`config.mk`:
```
export PLATFORM = sky130hd
export DESIGN_NAME = uart_tx_sched_flat
export DESIGN_NICKNAME = d
export VERILOG_FILES = /design/src/rtl/uart_tx_sched_if.sv /design/src/rtl/uart_tx_sched.sv /design/src/flat_wrapper.sv
export SDC_FILE = /design/constraint.sdc
export NUM_CORES = 1
export LEC_CHECK = 0
export BUFFER_PORTS_ARGS = -buffer_cell sky130_fd_sc_hd__buf_2
export CAP_MARGIN = 15
export CELL_PAD_IN_SITES_DETAIL_PLACEMENT = 1
export CELL_PAD_IN_SITES_GLOBAL_PLACEMENT = 1
export CORE_MARGIN = 5
export CORE_UTILIZATION = 48
export CTS_BUF_LIST = sky130_fd_sc_hd__clkbuf_8
export CTS_CLUSTER_SIZE = 8
export DETAILED_ROUTE_END_ITERATION = 6
export HOLD_SLACK_MARGIN = 0.06
export PLACE_DENSITY_LB_ADDON = 0.1
export SKIP_LAST_GASP = 1
export SYNTH_ARGS = -nofsm -noshare
export SYNTH_HDL_FRONTEND = slang
export SYNTH_SLANG_ARGS = --single-unit
```
`constraint.sdc`:
```
create_clock -name clk -period 2.7 [get_ports clk]
set_input_delay 0.27 -clock clk [delete_from_list [all_inputs] [get_ports clk]]
set_output_delay 0.27 -clock clk [all_outputs]
set_load 0.005 [all_outputs]
```
`src/rtl/uart_tx_sched_if.sv`:
```
// Signal bundle between the transmit scheduler and its neighbours:
// UART receiver (rdsig/rxdata), message ROM (msg_addr/msg_data),
// UART transmitter (wrsig/dataout) and status flags.
// The master side is the scheduler; the slave side is the environment.
// Handshake: rdsig and wrsig are one-cycle strobes with no back-pressure;
// data (rxdata, dataout) is valid in the cycle its strobe is high, and
// dataout additionally holds its value until the next wrsig pulse.
interface uart_tx_sched_if;
   logic       rdsig;
   logic [7:0] rxdata;
   logic       msg_en;
   logic [4:0] msg_addr;
   logic [7:0] msg_data;
   logic       wrsig;
   logic [7:0] dataout;
   logic       fifo_full;
   logic       overflow;
   logic       busy;

   modport master (
      input  rdsig, rxdata, msg_en, msg_data,
      output msg_addr, wrsig, dataout, fifo_full, overflow, busy
   );

   modport slave (
      output rdsig, rxdata, msg_en, msg_data,
      input  msg_addr, wrsig, dataout, fifo_full, overflow, busy
   );
endinterface

```
`src/rtl/uart_tx_sched.sv`:
```
// Transmit scheduler sharing one UART transmitter between an echo FIFO
// and a periodic ROM-driven message generator. Bytes are paced so that
// consecutive wrsig pulses are at least BYTE_CYCLES clocks apart, and
// arbitration is round-robin where one echo byte and one whole message
// each count as a single unit.
// dbg_state = {in_msg, state==GAP}, exposed for observation only.
module uart_tx_sched #(
   parameter int BYTE_CYCLES = 255,
   parameter int PERIOD      = 262144,
   parameter int FIFO_DEPTH  = 16,
   parameter int MSG_LEN     = 21
) (
   input  logic            clk,
   input  logic            rst_n,
   uart_tx_sched_if.master bus,
   output logic [1:0]      dbg_state
);

   localparam int PW = (FIFO_DEPTH > 1) ? $clog2(FIFO_DEPTH) : 1;
   localparam int CW = PW + 1;
   localparam int GW = (BYTE_CYCLES > 1) ? $clog2(BYTE_CYCLES) : 1;
   localparam int TW = (PERIOD > 1) ? $clog2(PERIOD) : 1;

   localparam logic [CW-1:0] FULL_COUNT = CW'(FIFO_DEPTH);
   localparam logic [GW-1:0] GAP_LAST   = GW'(BYTE_CYCLES - 1);
   localparam logic [TW-1:0] TIMER_LAST = TW'(PERIOD - 1);
   localparam logic [4:0]    ADDR_LAST  = 5'(MSG_LEN - 1);

   typedef enum logic {
      ST_IDLE = 1'b0,
      ST_GAP  = 1'b1
   } state_t;

   typedef enum logic {
      GR_ECHO = 1'b0,
      GR_MSG  = 1'b1
   } grant_t;

   // Echo FIFO storage and bookkeeping
   logic [7:0]    mem [FIFO_DEPTH];
   logic [PW-1:0] wr_ptr;
   logic [PW-1:0] rd_ptr;
   logic [CW-1:0] count;
   logic [CW-1:0] count_next;
   logic          fifo_full_q;
   logic          overflow_q;

   // Message timer
   logic [TW-1:0] timer;
   logic          msg_pending;

   // Scheduler state and registered outputs
   state_t        state;
   logic [GW-1:0] gap_cnt;
   logic          in_msg;
   grant_t        last_grant;
   logic          wrsig_q;
   logic [7:0]    dataout_q;
   logic [4:0]    msg_addr_q;
   logic          busy_q;

   // Decision-cycle signals
   logic          fifo_empty;
   logic          is_full;
   logic          push;
   logic          drop;
   logic          pop;
   logic          decide;
   logic          grant_char;
   logic          grant_msg;
   logic          grant_echo;
   logic          send_msg;
   logic [7:0]    head;

   // Arbitration: a decision happens in IDLE and in the last GAP cycle
   always_comb begin
      fifo_empty = (count == '0);
      is_full    = (count == FULL_COUNT);
      head       = mem[rd_ptr];
      push       = bus.rdsig && !is_full;
      drop       = bus.rdsig && is_full;
      decide     = (state == ST_IDLE) || (gap_cnt == GAP_LAST);
      // Mid-message characters go out unconditionally
      grant_char = decide && in_msg;
      // A new message wins when echo has had its turn or has nothing queued
      grant_msg  = decide && !in_msg && msg_pending &&
                   (fifo_empty || (last_grant == GR_ECHO));
      grant_echo = decide && !in_msg && !fifo_empty &&
                   !(msg_pending && (last_grant == GR_ECHO));
      send_msg   = grant_char || grant_msg;
      pop        = grant_echo;
   end

   // Next FIFO occupancy; simultaneous push and pop leave it unchanged
   always_comb begin
      count_next = count;
      case ({push, pop})
         2'b10:   count_next = count + CW'(1);
         2'b01:   count_next = count - CW'(1);
         default: count_next = count;
      endcase
   end

   // FIFO data array, written on every accepted receive byte
   always_ff @(posedge clk) begin
      if (push) begin
         mem[wr_ptr] <= bus.rxdata;
      end
   end

   // FIFO pointers, occupancy, full flag and drop indication
   always_ff @(posedge clk) begin
      if (!rst_n) begin
         wr_ptr      <= '0;
         rd_ptr      <= '0;
         count       <= '0;
         fifo_full_q <= 1'b0;
         overflow_q  <= 1'b0;
      end else begin
         if (push) begin
            wr_ptr <= wr_ptr + PW'(1);
         end
         if (pop) begin
            rd_ptr <= rd_ptr + PW'(1);
         end
         count       <= count_next;
         fifo_full_q <= (count_next == FULL_COUNT);
         overflow_q  <= drop;
      end
   end

   // Message timer: a trigger every PERIOD clocks while enabled, no queueing
   always_ff @(posedge clk) begin
      if (!rst_n || !bus.msg_en) begin
         timer       <= '0;
         msg_pending <= 1'b0;
      end else if (timer == TIMER_LAST) begin
         timer       <= '0;
         msg_pending <= 1'b1;
      end else begin
         timer <= timer + TW'(1);
         if (grant_msg) begin
            msg_pending <= 1'b0;
         end
      end
   end

   // Scheduler FSM: emits strobes, paces the gap, sequences message characters
   always_ff @(posedge clk) begin
      if (!rst_n) begin
         state      <= ST_IDLE;
         gap_cnt    <= '0;
         in_msg     <= 1'b0;
         last_grant <= GR_ECHO;
         wrsig_q    <= 1'b0;
         dataout_q  <= 8'h00;
         msg_addr_q <= 5'd0;
         busy_q     <= 1'b0;
      end else begin
         wrsig_q <= 1'b0;
         case (state)
            ST_IDLE: begin
               gap_cnt <= '0;
            end
            ST_GAP: begin
               if (!decide) begin
                  gap_cnt <= gap_cnt + GW'(1);
               end else begin
                  gap_cnt <= '0;
               end
            end
            default: begin
               gap_cnt <= '0;
            end
         endcase

         if (decide) begin
            if (send_msg || grant_echo) begin
               wrsig_q <= 1'b1;
               state   <= ST_GAP;
               busy_q  <= 1'b1;
            end else begin
               state  <= ST_IDLE;
               busy_q <= 1'b0;
            end
         end

         if (send_msg) begin
            dataout_q  <= bus.msg_data;
            last_grant <= GR_MSG;
            // The last character wraps the address and closes the message
            if (msg_addr_q == ADDR_LAST) begin
               msg_addr_q <= 5'd0;
               in_msg     <= 1'b0;
            end else begin
               msg_addr_q <= msg_addr_q + 5'd1;
               in_msg     <= 1'b1;
            end
         end else if (grant_echo) begin
            dataout_q  <= head;
            last_grant <= GR_ECHO;
         end
      end
   end

   assign bus.wrsig     = wrsig_q;
   assign bus.dataout   = dataout_q;
   assign bus.msg_addr  = msg_addr_q;
   assign bus.fifo_full = fifo_full_q;
   assign bus.overflow  = overflow_q;
   assign bus.busy      = busy_q;
   assign dbg_state     = {in_msg, (state == ST_GAP)};

endmodule
```
`src/flat_wrapper.sv`:
```
// flat-port wrapper written by rule: the top's interface ports become plain ports
module uart_tx_sched_flat 
#(
   parameter int BYTE_CYCLES = 255,
   parameter int PERIOD      = 262144,
   parameter int FIFO_DEPTH  = 16,
   parameter int MSG_LEN     = 21
)
  (clk, rst_n, dbg_state, bus_rdsig, bus_rxdata, bus_msg_en, bus_msg_data, bus_msg_addr, bus_wrsig, bus_dataout, bus_fifo_full, bus_overflow, bus_busy);
  uart_tx_sched_if bus_i ();
  input  logic clk;
  input  logic rst_n;
  output logic [1:0] dbg_state;
  input wire logic [$bits(bus_i.rdsig)-1:0] bus_rdsig;
  input wire logic [$bits(bus_i.rxdata)-1:0] bus_rxdata;
  input wire logic [$bits(bus_i.msg_en)-1:0] bus_msg_en;
  input wire logic [$bits(bus_i.msg_data)-1:0] bus_msg_data;
  output wire logic [$bits(bus_i.msg_addr)-1:0] bus_msg_addr;
  output wire logic [$bits(bus_i.wrsig)-1:0] bus_wrsig;
  output wire logic [$bits(bus_i.dataout)-1:0] bus_dataout;
  output wire logic [$bits(bus_i.fifo_full)-1:0] bus_fifo_full;
  output wire logic [$bits(bus_i.overflow)-1:0] bus_overflow;
  output wire logic [$bits(bus_i.busy)-1:0] bus_busy;
  assign bus_i.rdsig = bus_rdsig;
  assign bus_i.rxdata = bus_rxdata;
  assign bus_i.msg_en = bus_msg_en;
  assign bus_i.msg_data = bus_msg_data;
  assign bus_msg_addr = bus_i.msg_addr;
  assign bus_wrsig = bus_i.wrsig;
  assign bus_dataout = bus_i.dataout;
  assign bus_fifo_full = bus_i.fifo_full;
  assign bus_overflow = bus_i.overflow;
  assign bus_busy = bus_i.busy;
  uart_tx_sched #(.BYTE_CYCLES(BYTE_CYCLES), .PERIOD(PERIOD), .FIFO_DEPTH(FIFO_DEPTH), .MSG_LEN(MSG_LEN)) u_core (.clk(clk), .rst_n(rst_n), .bus(bus_i), .dbg_state(dbg_state));
endmodule
```
### After elaboration in Yosys (flattened, before gate mapping)

Memory sizes are Yosys's and may differ from the RTL's. A register that Yosys moved wholly into a read port is not among the register bits.
Cells that the tools add are included.

* add/subtract/negate cells: 7
* equal/unequal tests: 7
* multiplexer cells: 16
* bitwise logic cells: 2
* reduce and logical (&&, ||, !) cells: 25

Operator list (count)
* 2-to-1 mux 8 bit: 3
* adder 18 x 1 -> 18 bit (second input constant): 1
* equality test 18 bit (second input constant): 1
* case mux 8 bit (2 select lines): 1
* equality test 5 bit (second input constant): 3
* adder 5 x 1 -> 5 bit (second input constant): 2
* case mux 5 bit (2 select lines): 1
* logical AND 1 bit: 9
* adder 4 x 1 -> 4 bit (second input constant): 2
* adder 8 x 1 -> 8 bit (second input constant): 1
* equality test 8 bit (second input constant): 1
* 2-to-1 mux 1 bit: 8
* 2-to-1 mux 4 bit: 2
* logical NOT 1 bit: 6
* logical NOT 5 bit: 1
* logical OR 1 bit: 5
* 2-to-1 mux 5 bit: 1
* subtractor 5 x 1 -> 5 bit (second input constant): 1
* nonzero test 2 bit: 2
* equality test 2 x 1 -> 1 bit (second input constant): 1
* equality test 2 bit (second input constant): 1
* inverter 1 bit: 2
* AND reduction 2 bit: 1
* OR reduction 2 bit: 1

* register bits after elaboration: 59
* RAM bits: 128
* bits of input ports: 20
* output and inout port bits: 19
* memories: 1

Memory list
* u_core.mem: words 16, bits a word 8, rd ports 1, clocked after Yosys merged registers in 1, write ports 1, RTL line uart_tx_sched.sv:40 `logic [7:0] mem [FIFO_DEPTH];`

### Logic depth before layout (Yosys ltp)

Gate-level depths: netlist of the first run.

* depth after elaboration: 8
* gate-level depth with buffers: 13
* mapped depth without buffers: 12

### Worst setup path after synthesis of the first run

Ideal clock, no wire load.

* path type: register to register
* start: register u_core.count[1]
* end: register u_core.fifo_full_q (netlist: u_core.bus.fifo_full)
* setup time: 0.061 ns
* data arrival time: 2.658 ns
* data required time: 2.639 ns
* setup slack: -0.018 ns
* stages on the path, launching flop included: 13
* path buffers: 3
* clock period less this slack: 2.718 ns
* path through: dfxtp_1 > buf_6 > nor4_4 > a221oi_2 > nand2_1 > inv_2 > buf_2 > ha_1 > clkbuf_1 > and4b_1 > a211oi_2 > mux2i_1 > and4_1

* longest elaborated chain between the ends: 7

RTL lines
* from (decl): RTL line uart_tx_sched.sv:43 `logic [CW-1:0] count;`
* from (signal assigned): RTL line uart_tx_sched.sv:126 `count <= count_next;`
* logical NOT 5 bit: RTL line uart_tx_sched.sv:77 `fifo_empty = (count == '0);`
* logical NOT 1 bit: RTL line uart_tx_sched.sv:88 `grant_echo = decide && !in_msg && !fifo_empty &&`
* logical AND 1 bit (2 in series): RTL line uart_tx_sched.sv:88
* equality test 2 x 1 -> 1 bit or equality test 2 bit (tied branches): RTL line uart_tx_sched.sv:97 `case ({push, pop})`
* case mux 5 bit (2 select lines) (*): RTL line uart_tx_sched.sv:97
* equality test 5 bit (*): RTL line uart_tx_sched.sv:127 `fifo_full_q <= (count_next == FULL_COUNT);`
* to (signal assigned): RTL line uart_tx_sched.sv:127
* to (decl): RTL line uart_tx_sched.sv:45 `logic fifo_full_q;`

Mark *: on every way between the ends. The rest lies on a longest branch, timed or not.
A chain may end at the register's enable or synchronous reset.

### Worst setup path after layout of the first run

* start: register u_core.gap_cnt[0]
* end: register u_core.fifo_full_q (netlist: u_core.bus.fifo_full)

* longest elaborated chain between the ends: 8

RTL lines
* from (decl): RTL line uart_tx_sched.sv:54 `logic [GW-1:0] gap_cnt;`
* from (signal assigned): RTL line uart_tx_sched.sv:167 `gap_cnt <= gap_cnt + GW'(1);`
* equality test 8 bit (*): RTL line uart_tx_sched.sv:82 `decide = (state == ST_IDLE) || (gap_cnt == GAP_LAST);`
* logical OR 1 bit (*): RTL line uart_tx_sched.sv:82
* logical AND 1 bit (*) (3 in series): RTL line uart_tx_sched.sv:88
* equality test 2 x 1 -> 1 bit or equality test 2 bit (tied branches): RTL line uart_tx_sched.sv:97
* case mux 5 bit (2 select lines) (*): RTL line uart_tx_sched.sv:97
* equality test 5 bit (*): RTL line uart_tx_sched.sv:127

Marked as above.

==> results.json, run 1 <==
{
  "yosysSeqAreaShare": 0.656,
  "crit_chain": "inv_1, ha_1, nand3_1, o21ai_4, nand3_4, xnor2_2, ha_2, or4_1, nor3_2, a211oi_2, mux2i_1, and4_1",
  "max_freq_mhz": 399,
  "wl_per_cell_um": 19.8,
  "first_pass_iters": 4,
  "critPathArrivalTime_ns": 2.92,
  "relSlewSlack": 0.566,
  "path_buf_inv": 1,
  "fin_skew_ns": 0.0145,
  "r2r-start": "u_core.gap_cnt[0]$_SDFF_PP0_",
  "crit_type": "reg -> reg",
  "p_per_area_nw_per_um2": 849,
  "grt_start_max_net_pins": 33,
  "grt-ovfl-total": 0,
  "switching_share": 0.317,
  "dp_hpwl_um": 11300,
  "outcome": "finished clean",
  "tightest_slew_ns": 0.649,
  "maxCapViolations": 0,
  "globalplace.congestion": 0.723,
  "grt_pass1_vias": 4821,
  "cts_made_buffers": 17,
  "antenna_found_initial": 0,
  "worstHoldStart": "bus_msg_data[1]",
  "cts_root_buffer": "clkbuf_8",
  "async_reset_ff_frac": 0,
  "die_y_um": 137,
  "synthToLayoutAreaGrowth_pct": 13.1,
  "holdPathEnd": "u_core.bus.dataout[1]$_SDFFE_PN0P_",
  "path_clk_slew_ns": 0.10,
  "whs_ns": 0.117,
  "cts_buffer_depth": 2,
  "critPathRequiredTime_ns": 3.11,
  "hp-class": "in -> reg",
  "netlist_area_um2": 7780,
  "coreArea_um2": 15900,
  "synth_edf_count": 128,
  "synth_flop_cell": "edfxtp_1",
  "drive_gt1_frac": 0.264,
  "drv_slew": 0,
  "finalHoldViolCount": 0,
  "syn-instance-count": 528,
  "total_leakage_power_nw": 2.96,
  "dieArea_um2": 18900,
  "clkPwrFrac": 0.247,
  "cts.sinks": 191,
  "reg2regPathDepth": 12,
  "viasPerCell": 5.43,
  "ant_nets": 0,
  "min_period_over_period": 0.928,
  "num_io_pins": 39,
  "slowest_delay_ns": 0.42,
  "min_path_cells": 3,
  "vias": 4438,
  "grtUsageTotal": 0.186,
  "grt_pass1_wl_um": 26100,
  "drtIter0Drc": 235,
  "p_comb_frac": 0.290,
  "drt_wl_total_um": 16200,
  "fp.dieW_um": 137,
  "synthDistinctLibCells": 52,
  "p_switching_mw": 2.37,
  "startpoint_type": "register",
  "antenna_cells": 0,
  "syn_area_per_cell_um2": 14.7,
  "critPathCaptureType": "register",
  "path_delay_family": "simple AND/OR/NAND/NOR gates",
  "pwr-share-seq": 0.462,
  "syn_nets": 560,
  "internal_power_mw": 5.11,
  "rsz0062_at_grt": "false",
  "rows": 46,
  "cts_max_level": 4,
  "ys_seq_elements": 191,
  "drc_errors": 0,
  "yosysWarnings": 0,
  "critPathMaxFanout": 5,
  "rr_endpoint": "u_core.bus.fifo_full$_SDFF_PN0_",
  "numPortBuffers": 38,
  "r2r_setup_slack_ns": 0.19,
  "dp_worst_setup_slack_ns": -0.0397,
  "critPathSlowestCell": "or4_1",
  "initial_core_util": 0.490,
  "min_period_ns": 2.51,
  "p_total_mw": 7.47,
  "ir_drop_mv": 0.476,
  "setup_ws_ns": 0.193,
  "cts_tree": "done",
  "fin_nets": 622,
  "report.final.setup_viol": 0,
  "clock_latency_ns": 0.47
}
==> layout by cell type (no fill, tap or decap), types with 2 or more instances in the layout <==
| cell type | instances |
|---|---|
| inv_8 | 4 |
| mux4_2 | 40 |
| inv_6 | 5 |
| and3_1 | 4 |
| and4b_1 | 2 |
| ha_1 | 11 |
| o21ai_1 | 2 |
| nor2b_1 | 2 |
| dfxtp_1 | 61 |
| dfxtp_2 | 2 |
| or4_1 | 3 |
| dlygate4sd3_1 | 2 |
| a311oi_2 | 8 |
| nand4_1 | 8 |
| mux2i_1 | 3 |
| nand2_1 | 46 |
| nor3_1 | 7 |
| nor2_1 | 73 |
| a21oi_1 | 12 |
| clkinvlp_4 | 3 |
| xor2_1 | 16 |
| inv_1 | 15 |
| buf_4 | 26 |
| xnor2_1 | 15 |
| buf_2 | 38 |
| clkbuf_8 | 17 |
| nand2b_1 | 2 |
| edfxtp_1 | 128 |
| nand3_1 | 15 |
| buf_12 | 2 |
==> flip-flops by register name, summed over array words and instances, names as in the netlist, named ones only <==
name                  cells
u_core.mem              128
u_core.timer             18
u_core.bus.dataout        8
u_core.gap_cnt            8
u_core.bus.msg_addr       5
u_core.count              5
u_core.rd_ptr             4
u_core.wr_ptr             4
u_core.bus.busy           1
u_core.bus.fifo_full      1
u_core.bus.overflow       1
u_core.bus.wrsig          1
u_core.in_msg             1
u_core.last_grant         1
u_core.msg_pending        1
==> what timing repair did <==
action                                  CTS  global route
endpoints found under the setup margin    1             1
hold buffers                              2             0
pin swaps                                 2             2
buffers inserted                          1             2
resized for setup                         2             4
endpoints found under the hold margin     2             0
gates cloned                              0             0
==> synth_stat cells, types with 2 or more instances <==
library cell	n	area, um^2
a21oi_1	12	60.1
a311oi_2	8	120
and3_1	4	25.0
and4b_1	2	20.0
buf_1	2	7.51
buf_2	6	30.0
buf_4	3	22.5
clkbuf_1	13	48.8
dfxtp_1	63	1260
edfxtp_1	128	3840
ha_1	12	150
inv_1	14	52.6
mux2i_1	3	30.0
mux4_2	40	901
nand2_1	46	173
nand2b_1	2	12.5
nand3_1	15	75.1
nand4_1	8	50.1
nor2_1	73	274
nor2b_1	2	12.5
nor3_1	8	40.0
o21ai_1	2	10.0
or4_1	3	22.5
xnor2_1	16	140
xor2_1	16	140
==> per-stage QoR <==
| step | instance area (um^2) | utilization | instances | TNS, ns |
|---|---|---|---|---|
| 5_1_grt | 8800 | 0.554 | 818 | 0 |
| 6_report | 8800 | 0.554 | 818 | 0 |
| 3_5_place_dp | 8330 | 0.525 | 782 | -0.0397 |
| 3_3_place_gp | 8330 | 0.525 | 782 | 0 |
| 4_1_cts | 8760 | 0.551 | 816 | 0 |
| 2_1_floorplan | 7780 | - | 528 | 0 |
==> metal layers <==
metal  vias to the layer above  wire (um)  share of wire  track usage
met4                         0        232          0.014       0.0604
li1                       2078          -              -            -
met1                      2286       7150           0.44        0.244
met2                        55       8320           0.51        0.313
met3                        19        486          0.030       0.0358
met5                         -          0              0            0
==> logic make-up (layout without fill, tap and decap cells) <==
logic type / count (synthesis) / count (layout) / share of synthesized area
simple gates: 173 / 173 / 0.103
buf+inv: 41 / 115 / 0.0238
xor+xnor: 32 / 32 / 0.0360
compound gates: 36 / 36 / 0.0421
mux: 43 / 43 / 0.120
fa+ha+maj: 12 / 12 / 0.0193
flops: 191 / 191 / 0.656
==> power groups by stage <==
stage	Clock, mW	Combinational, mW	Sequential [mW]
floorplan	0	1.47	3.49
global placement	0	2.06	3.51
detailed placement	0	2.11	3.52
CTS	1.90	2.16	3.46
global route	2.03	2.38	3.48
finish	1.85	2.17	3.45
==> worst register-to-register path, stage by stage, from the launching register on <==
cell      delay [ns]
dfxtp_1         0.36
inv_1           0.07
ha_1            0.15
nand3_1         0.13
o21ai_4         0.28
nand3_4         0.11
xnor2_2         0.14
ha_2            0.19
or4_1           0.42
nor3_2          0.14
a211oi_2        0.06
mux2i_1         0.18
and4_1          0.22
==> worst max-delay path by stage <==
stage	startpoint	to	slack, ns	cells after the start
after floorplan	u_core.count[1]$_SDFF_PN0_	u_core.bus.fifo_full$_SDFF_PN0_	0.10	12
after global placement	u_core.count[2]$_SDFF_PN0_	u_core.bus.fifo_full$_SDFF_PN0_	0.12	10
after detailed placement	u_core.count[2]$_SDFF_PN0_	u_core.bus.fifo_full$_SDFF_PN0_	-0.04	10
after CTS	u_core.count[2]$_SDFF_PN0_	u_core.bus.fifo_full$_SDFF_PN0_	0.03	11
after global routing	u_core.gap_cnt[0]$_SDFF_PP0_	u_core.bus.fifo_full$_SDFF_PN0_	0.03	12
final	u_core.gap_cnt[0]$_SDFF_PP0_	u_core.bus.fifo_full$_SDFF_PN0_	0.19	12
==> area by class of cell <==
| class | count | area [um^2] |
|---|---|---|
| Inverter | 16 | 65.1 |
| Sequential cell | 191 | 5110 |
| Timing Repair Buffer | 68 | 445 |
| Multi-Input combinational cell | 296 | 2520 |
| Clock buffer | 17 | 234 |
| Clock inverter | 14 | 153 |
| Tap cell | 216 | 270 |
| Fill cell | 1555 | 7090 |
Note: power is estimated with default switching activity, not from simulation.
==> run 2, diff against run 1 <==
Settings changed: BUFFER_PORTS_ARGS -buffer_cell sky130_fd_sc_hd__buf_2 to -buffer_cell sky130_fd_sc_hd__buf_4.
==> run 2 against run 1 <==
Effect of this change:
- register-to-register slack got worse by 0.03 ns
- cell count up 0.73%
- critical path depth decreased by 1
- non-clock buffer count is 5 higher
- global-route usage rose by 0.50 points
- clock-buffer cell count unchanged
- largest cell class unchanged
- highest routed layer unchanged
==> results.json, run 2 (synthesis gave the netlist of run 1 again) <==
{
  "critPathRequiredTime_ns": 3.12,
  "place_inst": 784,
  "globalplace.congestion": 0.730,
  "critPathArrivalTime_ns": 2.95,
  "grtUsageTotal": 0.191,
  "grt-ovfl-total": 0,
  "holdPathEnd": "u_core.mem[7][7]$_DFFE_PP_",
  "die_y_um": 137,
  "hp-class": "in -> reg",
  "synthToLayoutAreaGrowth_pct": 15.6,
  "maxCapViolations": 0,
  "outcome": "finished clean",
  "antenna_cells": 0,
  "final_common_cell": "edfxtp_1",
  "path_clk_slew_ns": 0.11,
  "dp_hpwl_um": 11800,
  "top_regs": "u_core.mem (128), u_core.timer (18)",
  "cts_made_buffers": 17,
  "first_pass_iters": 6,
  "dp_worst_setup_slack_ns": 0.0230,
  "grt_pass1_vias": 4808,
  "r2r-start": "u_core.count[3]$_SDFF_PN0_",
  "top_register": "u_core.mem",
  "dieArea_um2": 18900,
  "grt_start_max_net_pins": 33,
  "whs_ns": 0.0944,
  "max_freq_mhz": 395,
  "ir_drop_mv": 0.625,
  "crit_type": "reg -> reg",
  "numPortBuffers": 38,
  "ant_nets": 0,
  "worstHoldStart": "bus_rxdata[7]",
  "critPathMaxFanout": 7,
  "r2r_setup_slack_ns": 0.17,
  "antenna_found_initial": 0,
  "rows": 46,
  "drtIter0Drc": 233,
  "drive_gt1_frac": 0.276,
  "critPathCaptureType": "register",
  "final_cell_mix": "edfxtp_1, nor2_1, buf_4",
  "relSlewSlack": 0.546,
  "min_period_over_period": 0.939,
  "tightest_slew_ns": 0.679,
  "crit_chain": "nor4_4, buf_4, a221oi_4, nand3_4, xnor2_1, ha_2, or4_4, nor3_4, a211oi_2, mux2i_1, and4_1",
  "fin_nets": 627,
  "total_leakage_power_nw": 3.03,
  "slowest_delay_ns": 0.43,
  "final_util": 0.566,
  "largest_register_ffs": 128,
  "cts_root_buffer": "clkbuf_8",
  "grt_pass1_wl_um": 26500,
  "num_io_pins": 39,
  "drc_errors": 0,
  "nFillCells": 1537,
  "setup_ws_ns": 0.165,
  "fp.dieW_um": 137,
  "fin_skew_ns": 0.0152,
  "cts_buffer_depth": 2,
  "initial_core_util": 0.490,
  "wl_per_cell_um": 20.3,
  "min_period_ns": 2.53,
  "p_per_area_nw_per_um2": 856,
  "reg2regPathDepth": 11,
  "clock_latency_ns": 0.48,
  "drt_wl_total_um": 16700,
  "drv_slew": 0,
  "cts_tree": "done",
  "fin_cells": 824,
  "coreArea_um2": 15900,
  "finalHoldViolCount": 0,
  "min_path_cells": 1,
  "critPathSlowestCell": "or4_4",
  "viasPerCell": 5.41,
  "cts_max_level": 4,
  "cts.sinks": 191,
  "report.final.setup_viol": 0,
  "rr_endpoint": "u_core.bus.fifo_full$_SDFF_PN0_",
  "vias": 4455,
  "startpoint_type": "register"
}
[run 2: what timing repair did]
item / CTS / global route
hold buffers: 3 / 0
hold endpoints to repair: 11 / 0
pin swaps: 0 / 6
gates resized for setup: 1 / 11
endpoints found under the setup margin: 1 / 2
setup buffers: 0 / 5
[run 2: per-stage QoR]
step	cell area [um^2]	setup TNS (ns)	total power, mW
after floorplan	7780	0	4.97
after global placement	8460	0	5.64
after detailed placement	8460	0	5.71
after CTS	8900	0	7.63
after global routing	8990	-0.0262	8.11
final	8990	0	7.69
[run 2: metal layers]
metal	wire length, um	GRT usage	vias to the layer above
li1	-	-	2087
met1	6960	0.235	2282
met2	8930	0.344	72
met3	651	0.0380	14
met4	182	0.0504	0
met5	0	0	-
[run 2: final cells by class]
cell class / count / area [um^2] / area share
clock inverter: 15 / 181 / 0.0202
multi-input combinational: 296 / 2530 / 0.281
timing repair buffer: 73 / 593 / 0.0660
sequential: 191 / 5110 / 0.569
inverter: 16 / 65.1 / 0.00724
clock buffer: 17 / 234 / 0.0260
tap: 216 / 270 / 0.0301
[run 2: how the worst max path moves through the flow]
| stage | start | end | depth (start not counted) |
|---|---|---|---|
| 2_1_floorplan | u_core.count[1]$_SDFF_PN0_ | u_core.bus.fifo_full$_SDFF_PN0_ | 12 |
| 3_3_place_gp | u_core.count[2]$_SDFF_PN0_ | u_core.bus.fifo_full$_SDFF_PN0_ | 10 |
| 3_5_place_dp | u_core.count[2]$_SDFF_PN0_ | u_core.bus.fifo_full$_SDFF_PN0_ | 10 |
| 4_1_cts | u_core.count[3]$_SDFF_PN0_ | u_core.bus.fifo_full$_SDFF_PN0_ | 10 |
| 5_1_grt | u_core.gap_cnt[0]$_SDFF_PP0_ | u_core.bus.fifo_full$_SDFF_PN0_ | 12 |
| 6_report | u_core.count[3]$_SDFF_PN0_ | u_core.bus.fifo_full$_SDFF_PN0_ | 11 |
[run 2: critical path, delay by kind of cell (launching register included)]
kind / cells / cell delay, ns
simple gates: 5 / 1.01
flops: 1 / 0.41
compound gates: 2 / 0.36
fa+ha+maj: 1 / 0.20
mux: 1 / 0.19
buf+inv: 1 / 0.15
xor+xnor: 1 / 0.15
[run 2: where the power goes]
group | switching (mW) | internal (mW) | leakage, nW
sequential | 0.155 | 3.32 | 1.67
clock | 1.13 | 0.789 | 0.212
combinational | 1.17 | 1.13 | 1.15
